===== src/rtl/alu_seq_pkg.sv =====
// Shared widths, opcodes and FSM encoding for the ALU command sequencer.
package alu_seq_pkg;

   localparam int DATA_W   = 8;
   localparam int ADDR_W   = 2;
   localparam int OP_W     = 8;
   localparam int RF_DEPTH = 4;

   localparam logic [OP_W-1:0] OP_LOADI  = 8'h00;
   localparam logic [OP_W-1:0] OP_ADD    = 8'h01;
   localparam logic [OP_W-1:0] OP_SUB    = 8'h02;
   localparam logic [OP_W-1:0] OP_CPL    = 8'h0E;
   localparam logic [OP_W-1:0] OP_AND    = 8'h0F;
   localparam logic [OP_W-1:0] OP_OR     = 8'h10;
   localparam logic [OP_W-1:0] OP_XOR    = 8'h11;
   localparam logic [OP_W-1:0] OP_RSHIFT = 8'h13;
   localparam logic [OP_W-1:0] OP_LSHIFT = 8'h14;

   // The ALU treats 00 as "not an ALU op" and holds its result.
   localparam logic [OP_W-1:0] ALU_OP_IDLE = 8'h00;

   typedef enum logic [1:0] {
      ST_IDLE  = 2'd0,
      ST_ISSUE = 2'd1,
      ST_WAIT  = 2'd2,
      ST_DONE  = 2'd3
   } state_t;

   function automatic logic is_alu_op(input logic [OP_W-1:0] op);
      case (op)
         OP_ADD, OP_SUB, OP_CPL, OP_AND, OP_OR,
         OP_XOR, OP_RSHIFT, OP_LSHIFT: return 1'b1;
         default:                      return 1'b0;
      endcase
   endfunction

endpackage


===== src/rtl/alu_seq_rf.sv =====
// 4x8 register file: one synchronous write port, three combinational read ports.
module alu_seq_rf
   import alu_seq_pkg::*;
(
   input  logic              clk,
   input  logic              rst,
   input  logic              i_we,
   input  logic [ADDR_W-1:0] i_waddr,
   input  logic [DATA_W-1:0] i_wdata,
   input  logic [ADDR_W-1:0] i_raddr1,
   input  logic [ADDR_W-1:0] i_raddr2,
   input  logic [ADDR_W-1:0] i_raddr3,
   output logic [DATA_W-1:0] o_rdata1,
   output logic [DATA_W-1:0] o_rdata2,
   output logic [DATA_W-1:0] o_rdata3
);

   logic [DATA_W-1:0] r_mem [RF_DEPTH];

   always_ff @(posedge clk or posedge rst) begin
      if (rst) begin
         for (int i = 0; i < RF_DEPTH; i++) r_mem[i] <= '0;
      end else if (i_we) begin
         r_mem[i_waddr] <= i_wdata;
      end
   end

   assign o_rdata1 = r_mem[i_raddr1];
   assign o_rdata2 = r_mem[i_raddr2];
   assign o_rdata3 = r_mem[i_raddr3];

endmodule


===== src/rtl/alu_seq.sv =====
// Command sequencer driving an external 1-cycle-latency ALU from a 4x8 register file.
// state | meaning: IDLE accept cmd | ISSUE alu_op valid | WAIT result arrives | DONE pulse
module alu_seq
   import alu_seq_pkg::*;
(
   input  logic              clk,
   input  logic              rst,
   input  logic              cmd_valid,
   output logic              cmd_ready,
   input  logic [OP_W-1:0]   cmd_op,
   input  logic [ADDR_W-1:0] cmd_src1,
   input  logic [ADDR_W-1:0] cmd_src2,
   input  logic [ADDR_W-1:0] cmd_dst,
   input  logic [DATA_W-1:0] cmd_imm,
   output logic [OP_W-1:0]   alu_op,
   output logic [DATA_W-1:0] alu_in1,
   output logic [DATA_W-1:0] alu_in2,
   input  logic [DATA_W-1:0] alu_result,
   output logic              done,
   output logic [DATA_W-1:0] done_data,
   output logic              err,
   input  logic [ADDR_W-1:0] dbg_addr,
   output logic [DATA_W-1:0] dbg_data
);

   state_t            r_state;
   state_t            w_state_nxt;
   logic              w_accept;
   logic              w_is_alu;
   logic              w_is_loadi;
   logic              w_rf_we;
   logic [ADDR_W-1:0] w_rf_waddr;
   logic [DATA_W-1:0] w_rf_wdata;
   logic [DATA_W-1:0] w_rd1;
   logic [DATA_W-1:0] w_rd2;
   logic [ADDR_W-1:0] r_dst;
   logic [OP_W-1:0]   r_alu_op;
   logic [DATA_W-1:0] r_alu_in1;
   logic [DATA_W-1:0] r_alu_in2;
   logic [DATA_W-1:0] r_done_data;
   logic              r_err;

   assign w_accept   = cmd_valid & cmd_ready;
   assign w_is_alu   = is_alu_op(cmd_op);
   assign w_is_loadi = (cmd_op == OP_LOADI);

   always_ff @(posedge clk or posedge rst) begin
      if (rst) r_state <= ST_IDLE;
      else     r_state <= w_state_nxt;
   end

   always_comb begin
      w_state_nxt = r_state;
      cmd_ready   = 1'b0;
      done        = 1'b0;
      w_rf_we     = 1'b0;
      w_rf_waddr  = cmd_dst;
      w_rf_wdata  = cmd_imm;
      case (r_state)
         ST_IDLE: begin
            cmd_ready = 1'b1;
            if (cmd_valid) begin
               if (w_is_alu) begin
                  w_state_nxt = ST_ISSUE;
               end else begin
                  w_state_nxt = ST_DONE;
                  w_rf_we     = w_is_loadi;
               end
            end
         end
         ST_ISSUE: w_state_nxt = ST_WAIT;
         ST_WAIT: begin
            w_state_nxt = ST_DONE;
            w_rf_we     = 1'b1;
            w_rf_waddr  = r_dst;
            w_rf_wdata  = alu_result;
         end
         ST_DONE: begin
            done        = 1'b1;
            w_state_nxt = ST_IDLE;
         end
         default: w_state_nxt = ST_IDLE;
      endcase
   end

   // alu_op defaults back to idle every cycle so it is only non-zero during ISSUE.
   always_ff @(posedge clk or posedge rst) begin
      if (rst) begin
         r_alu_op    <= ALU_OP_IDLE;
         r_alu_in1   <= '0;
         r_alu_in2   <= '0;
         r_dst       <= '0;
         r_done_data <= '0;
         r_err       <= 1'b0;
      end else begin
         r_alu_op <= ALU_OP_IDLE;
         if (w_accept) begin
            if (w_is_alu) begin
               r_alu_op  <= cmd_op;
               r_alu_in1 <= w_rd1;
               r_alu_in2 <= w_rd2;
               r_dst     <= cmd_dst;
            end else if (w_is_loadi) begin
               r_done_data <= cmd_imm;
            end else begin
               r_done_data <= '0;
               r_err       <= 1'b1;
            end
         end
         if (r_state == ST_WAIT) r_done_data <= alu_result;
         if (r_state == ST_DONE) r_err <= 1'b0;
      end
   end

   assign alu_op    = r_alu_op;
   assign alu_in1   = r_alu_in1;
   assign alu_in2   = r_alu_in2;
   assign done_data = r_done_data;
   assign err       = r_err;

   alu_seq_rf u_rf (
      .clk      (clk),
      .rst      (rst),
      .i_we     (w_rf_we),
      .i_waddr  (w_rf_waddr),
      .i_wdata  (w_rf_wdata),
      .i_raddr1 (cmd_src1),
      .i_raddr2 (cmd_src2),
      .i_raddr3 (dbg_addr),
      .o_rdata1 (w_rd1),
      .o_rdata2 (w_rd2),
      .o_rdata3 (dbg_data)
   );

endmodule


===== config.mk =====
export PLATFORM = sky130hd
export DESIGN_NAME = alu_seq
export DESIGN_NICKNAME = d
export VERILOG_FILES = /design/src/rtl/alu_seq_pkg.sv /design/src/rtl/alu_seq_rf.sv /design/src/rtl/alu_seq.sv
export SDC_FILE = /design/constraint.sdc
export NUM_CORES = 1
export LEC_CHECK = 0
export BUFFER_PORTS_ARGS = -buffer_cell sky130_fd_sc_hd__buf_2
export CAP_MARGIN = 5
export CORE_MARGIN = 3
export CORE_UTILIZATION = 53
export CTS_CLUSTER_SIZE = 12
export DETAILED_ROUTE_END_ITERATION = 12
export PLACE_DENSITY = 0.85
export SYNTH_ARGS = -nofsm -noshare
export SYNTH_HDL_FRONTEND = slang
export SYNTH_HIERARCHICAL = 1
export SYNTH_SLANG_ARGS = --single-unit

===== constraint.sdc =====
create_clock -name clk -period 2.8 [get_ports clk]
set_input_delay 0.14 -clock clk [delete_from_list [all_inputs] [get_ports clk]]
set_output_delay 0.14 -clock clk [all_outputs]
set_load 0.01 [all_outputs]

* Word level (Yosys, flattened, before mapping)
Memory sizes are Yosys's and may differ from the RTL's. Cells that the tools add are included.
Operators by class: $lt $le $gt $ge 5, eq/ne operators 7, muxes and demuxes 33, bitwise logic cells 5, reduce and logical (&&, ||, !) cells 9
Operators with widths (count):
- $mux 8 | 14
- $bmux 8 s2 | 3
- $bwmux 32 | 1
- $demux 8 s2 | 1
- $ge 3x3->1 const B | 4
- $not 2->3 | 4
- $mux 1 | 9
- $logic_not 8->1 | 1
- $pmux 2 s4 | 1
- $mux 2 | 3
- $ne 2x1->1 const B | 3
- $eq 2x2->1 const B | 2
- $reduce_and 2->1 | 2
- $reduce_bool 2->1 | 2
- $logic_not 3->1 | 1
- $lt 3x1->1 const B | 1
- $reduce_and 3->1 | 1
- $eq 2x1->1 const B | 1
- $logic_not 2->1 | 1
- $ne 2x2->1 const B | 1
- $pmux 1 s2 | 1
- $and 1x1->1 | 1
- $logic_and 1x1->1 | 1
Word-level totals: bits in registers 69, memory bits (read-only) 32, input port bits 35, output and inout port bits 43, word-level logic and storage cells 71, memories kept 1
Memories:
- (no name shown) | words 32, width 1, rd ports 1, clocked after Yosys merged registers in 0, write ports 0, line alu_seq_pkg.sv:30 | case (op)

* Longest topological paths before layout
depth after elaboration 8, mapped depth 8, gate-level depth less buffers 8

* By module
Netlist, hierarchy kept.
Modules (own cells, without submodules):
- alu_seq_rf | times used 1, cells an instance 99, area an instance 1786.7 µm², seq. area each 800.8 µm²
- alu_seq | times used 1, cells an instance 125, area an instance 1692.9 µm², seq. area each 925.9 µm²

* Worst setup path before layout
OpenSTA, ideal clock, no wires.
path kind input port to flip-flop, from input port cmd_op[0], to register u_rf/r_mem[24] (netlist bit), library setup time 0.125 ns, arrival time 2.173 ns, required time 2.675 ns, setup slack 0.502 ns, cell stages on the path 8, path buffers 0, cell sequence inv_1 ha_1 and3_1 o31ai_4 nand3_1 o21bai_1 nor3b_4 mux2_2
Between the ends: word-level cells in the longest chain between the ends 5, elaborated cells between the ends (all ways) 6, those cells by class 4 x mux; 1 x reduce/logical; 1 x memory
Ends and longest elaborated chain:
- start, declared | line alu_seq.sv:10 | input logic [OP_W-1:0] cmd_op,
- $mem_v2 32x1
- $mux 1 | line alu_seq_pkg.sv:30
- $mux 1 (*) | line alu_seq.sv:63 | if (w_is_alu) begin
- $mux 1 (*) | line alu_seq.sv:62 | if (cmd_valid) begin
- $pmux 1 s2 (*) | line alu_seq.sv:59 | case (r_state)
- via w_rf_we | line alu_seq.sv:31 | logic w_rf_we;
- end signal, assigned by index | line alu_seq_rf.sv:24 | r_mem[i_waddr] <= i_wdata;
- end, declared | line alu_seq_rf.sv:18 | logic [DATA_W-1:0] r_mem [RF_DEPTH];
The timed path passes the listed nets; every way through them passes the cells marked *. A chain may end at the register's enable or synchronous reset.

* Final worst setup path
from register r_state[1], to register u_rf/r_mem[30] (netlist bit)
Between the ends: elaborated cells between the ends (all ways) 12, those cells by class 2 x order compare; 1 x eq/ne; 6 x mux; 1 x bitwise; 2 x reduce/logical
RTL lines:
- start, declared | line alu_seq.sv:26 | state_t r_state;
- start signal, assigned | line alu_seq.sv:49 | else r_state <= w_state_nxt;
- $eq 2x2->1 or $logic_not 2->1 (tied branches) | line alu_seq.sv:59
- $pmux 1 s2 (*) | line alu_seq.sv:59
- via w_rf_we | line alu_seq.sv:31
Marked as above.

==> results.cfg <==
[place]
gp_congestion = 0.861
dpl.cell_count = 375
dp_hpwl_um = 5400
place_area_sq_mm = 0.00396
portBuffers = 77
place_ws_ps = 565

[global_route]
grt_pass1_vias = 2414
antenna_found_initial = 0
gr-total-overflow = 0
grt_max_degree = 33
grt_pass1_wl_um = 11900
grt_usage_pct = 21.4

[floorplan]
coreArea_sq_mm = 0.00613
rows = 28
die-height_um = 87.0
die_x_um = 87.0
ioPinCount = 78
die_area_sq_mm = 0.00757
start_util_pct = 56.8

[critical_path]
crit_chain = inv_1 > ha_1 > nand3_1 > o21bai_1 > nor3b_4 > mux2_2
endpoint_kind = flip-flop
cp.required_ps = 3030
critPathSlowestCell = nor3b_4
criticalPathCategory = flip-flop to flip-flop
cp_max_fo = 9
reg2reg_setup_slack_ps = 590
cp.arrival_ps = 2440
critPathLaunchType = flip-flop
slowest_delay_ps = 480

[route]
drtIter0Drc = 126
firstDrtPassIters = 5
wirelength_um = 7470
via_per_inst = 5.95
drtAntennaViolNets = 0
drc = 0
avgRoutedWirePerCell_um = 19.1
vias = 2331

[yosys]
ys_ff_latch = 69
yosysTopAreaCellShare_pct = 49.6
yosys_most_used_dff = dfrtp_1
syn_area_sq_mm = 0.00348
synth_area_leaders = dfrtp_1, mux2_2, mux4_2
yosys.area.top_type = dfrtp_1
synth.distinct_cells = 30
synth-edff-count = 0
ys_async_sr_fraction_pct = 100
yosysSeqAreaShare_pct = 49.6
postSynthCellCount = 224
avgSynthCellArea_sq_um = 15.5
yosysWarningCount = 6

[clock_tree]
cts_sinks = 69
insertion_delay_ps = 350
cts_max_level = 3
cts_tree = yes
cts_max_path_buffers = 2
clk_pin_slew_ps = 70
postCtsSetupRepairBufs = 0
cts.repair.resized = 0
cts_root_buffer = clkbuf_8
hold_buffers = 1
numCtsBuffers = 9

[timing]
rsz0062_at_grt = no
hold_viol_final = 0
slew_headroom_pct = 57.5
hold_slack_ps = 44.3
period_share_pct = 79.0
clock_skew_ps = 11.2
worst_slack_ps = 587
tightest_slew_ps = 637
max_clock_freq_ghz = 0.452
setup_viol = 0
slew_viol_final = 0
setup_tns_ps = 0
min_period_ps = 2210

[finish]
fin_nets = 351
antenna_cells = 0
post_route_cells_drive_above_1_share_pct = 63.1
final_area_sq_mm = 0.00420
instances_no_fill = 392
area_growth_syn_to_layout_pct = 20.6
fillers = 436
fin_util_pct = 68.4

[power]
power_mw = 4.16
power_density_mw_per_mm2 = 992
vdd_ir_drop_max_v = 0.000508
power_leakage_nw = 2.01

[worst_hold_path]
hold_path_class = input port to flip-flop

[run_status]
outcome = complete, no violations

[run]
cap_violations = 0
flip-flops by register name, summed over array words and instances, names as in the netlist:
register,count
alu_in1,8
alu_in2,8
alu_op,8
done_data,8
err,1
r_dst,2
r_state,2
u_rf/r_mem,32
cell usage after synthesis, types with 4 or more instances:
cell	number
mux4_2	24
nand2_1	4
dfrtp_1	69
ha_1	4
mux2_2	68
a22o_1	8
nor3_1	5
nor2_1	5
inv_1	6
buf_2	6
path summary, 6_finish.rpt:
path / depth (start not counted) / end / from
min in group asynchronous: 3 / alu_in2[0]$_DFFE_PP0P_ / rst
worst max-delay path: 6 / u_rf/r_mem[30]$_DFFE_PP0P_ / r_state[1]$_DFFE_PP0P_
worst max register to register: 6 / u_rf/r_mem[30]$_DFFE_PP0P_ / r_state[1]$_DFFE_PP0P_
max in group asynchronous: 4 / done_data[5]$_DFFE_PP0P_ / rst
worst min-delay path: 2 / r_dst[1]$_DFFE_PP0P_ / cmd_dst[1]
worst min register to register: 1 / done_data[2]$_DFFE_PP0P_ / done_data[2]$_DFFE_PP0P_
power breakdown:
group          internal, mW  switching [mW]  leakage [nW]
clock network         0.527           0.388         0.106
logic                 0.939           0.679          1.03
registers              1.35           0.276         0.876
placed cells by master, fill, tap and decap left out, types with 5 or more instances in the layout:
master    netlist  layout
buf_2           6      77
dfrtp_1        69      69
mux2_2         68      68
mux4_2         24      24
clkbuf_8        0      10
a22o_1          8       8
buf_4           0       8
inv_1           6       6
nor2_1          5       5
nor3_1          5       5
critical path: cells and delay by family (launching register included):
| kind | cells | cell delay [ps] |
|---|---|---|
| flip-flops | 1 | 400 |
| buffers and inverters | 1 | 90 |
| adder cells (fa/ha/maj) | 1 | 360 |
| AND/OR/NAND/NOR | 2 | 640 |
| AO/OA/AOI/OAI | 1 | 210 |
| multiplexers | 1 | 400 |
per-layer routing:
metal | track usage [%] | routed length (um) | vias to the layer above
li1 | - | - | 1031
met1 | 27.8 | 3020 | 1175
met2 | 33.2 | 3650 | 112
met3 | 6.43 | 636 | 13
met4 | 9.49 | 153 | 0
met5 | 0 | 0 | -
final cells by class:
| cell class | instances | area, sq um | area share (%) |
|---|---|---|---|
| Clock inverter | 5 | 83.8 | 2.00 |
| Timing Repair Buffer | 86 | 455 | 10.9 |
| Clock buffer | 11 | 141 | 3.37 |
| Multi-Input combinational cell | 139 | 1670 | 39.8 |
| Tap cell | 75 | 93.8 | 2.24 |
| Inverter | 7 | 26.3 | 0.626 |
| Sequential cell | 69 | 1730 | 41.1 |
logic make-up (layout without fill, tap and decap cells):
kind of cell | after synthesis | in the layout | synth area share (%)
mux | 92 | 92 | 37.5
flops | 69 | 69 | 49.6
simple gates | 24 | 24 | 4.21
buf+inv | 18 | 109 | 2.62
compound gates | 16 | 16 | 4.46
fa+ha+maj | 4 | 4 | 1.44
other cells | 1 | 3 | 0.108
(Power assumes the default switching activity.)
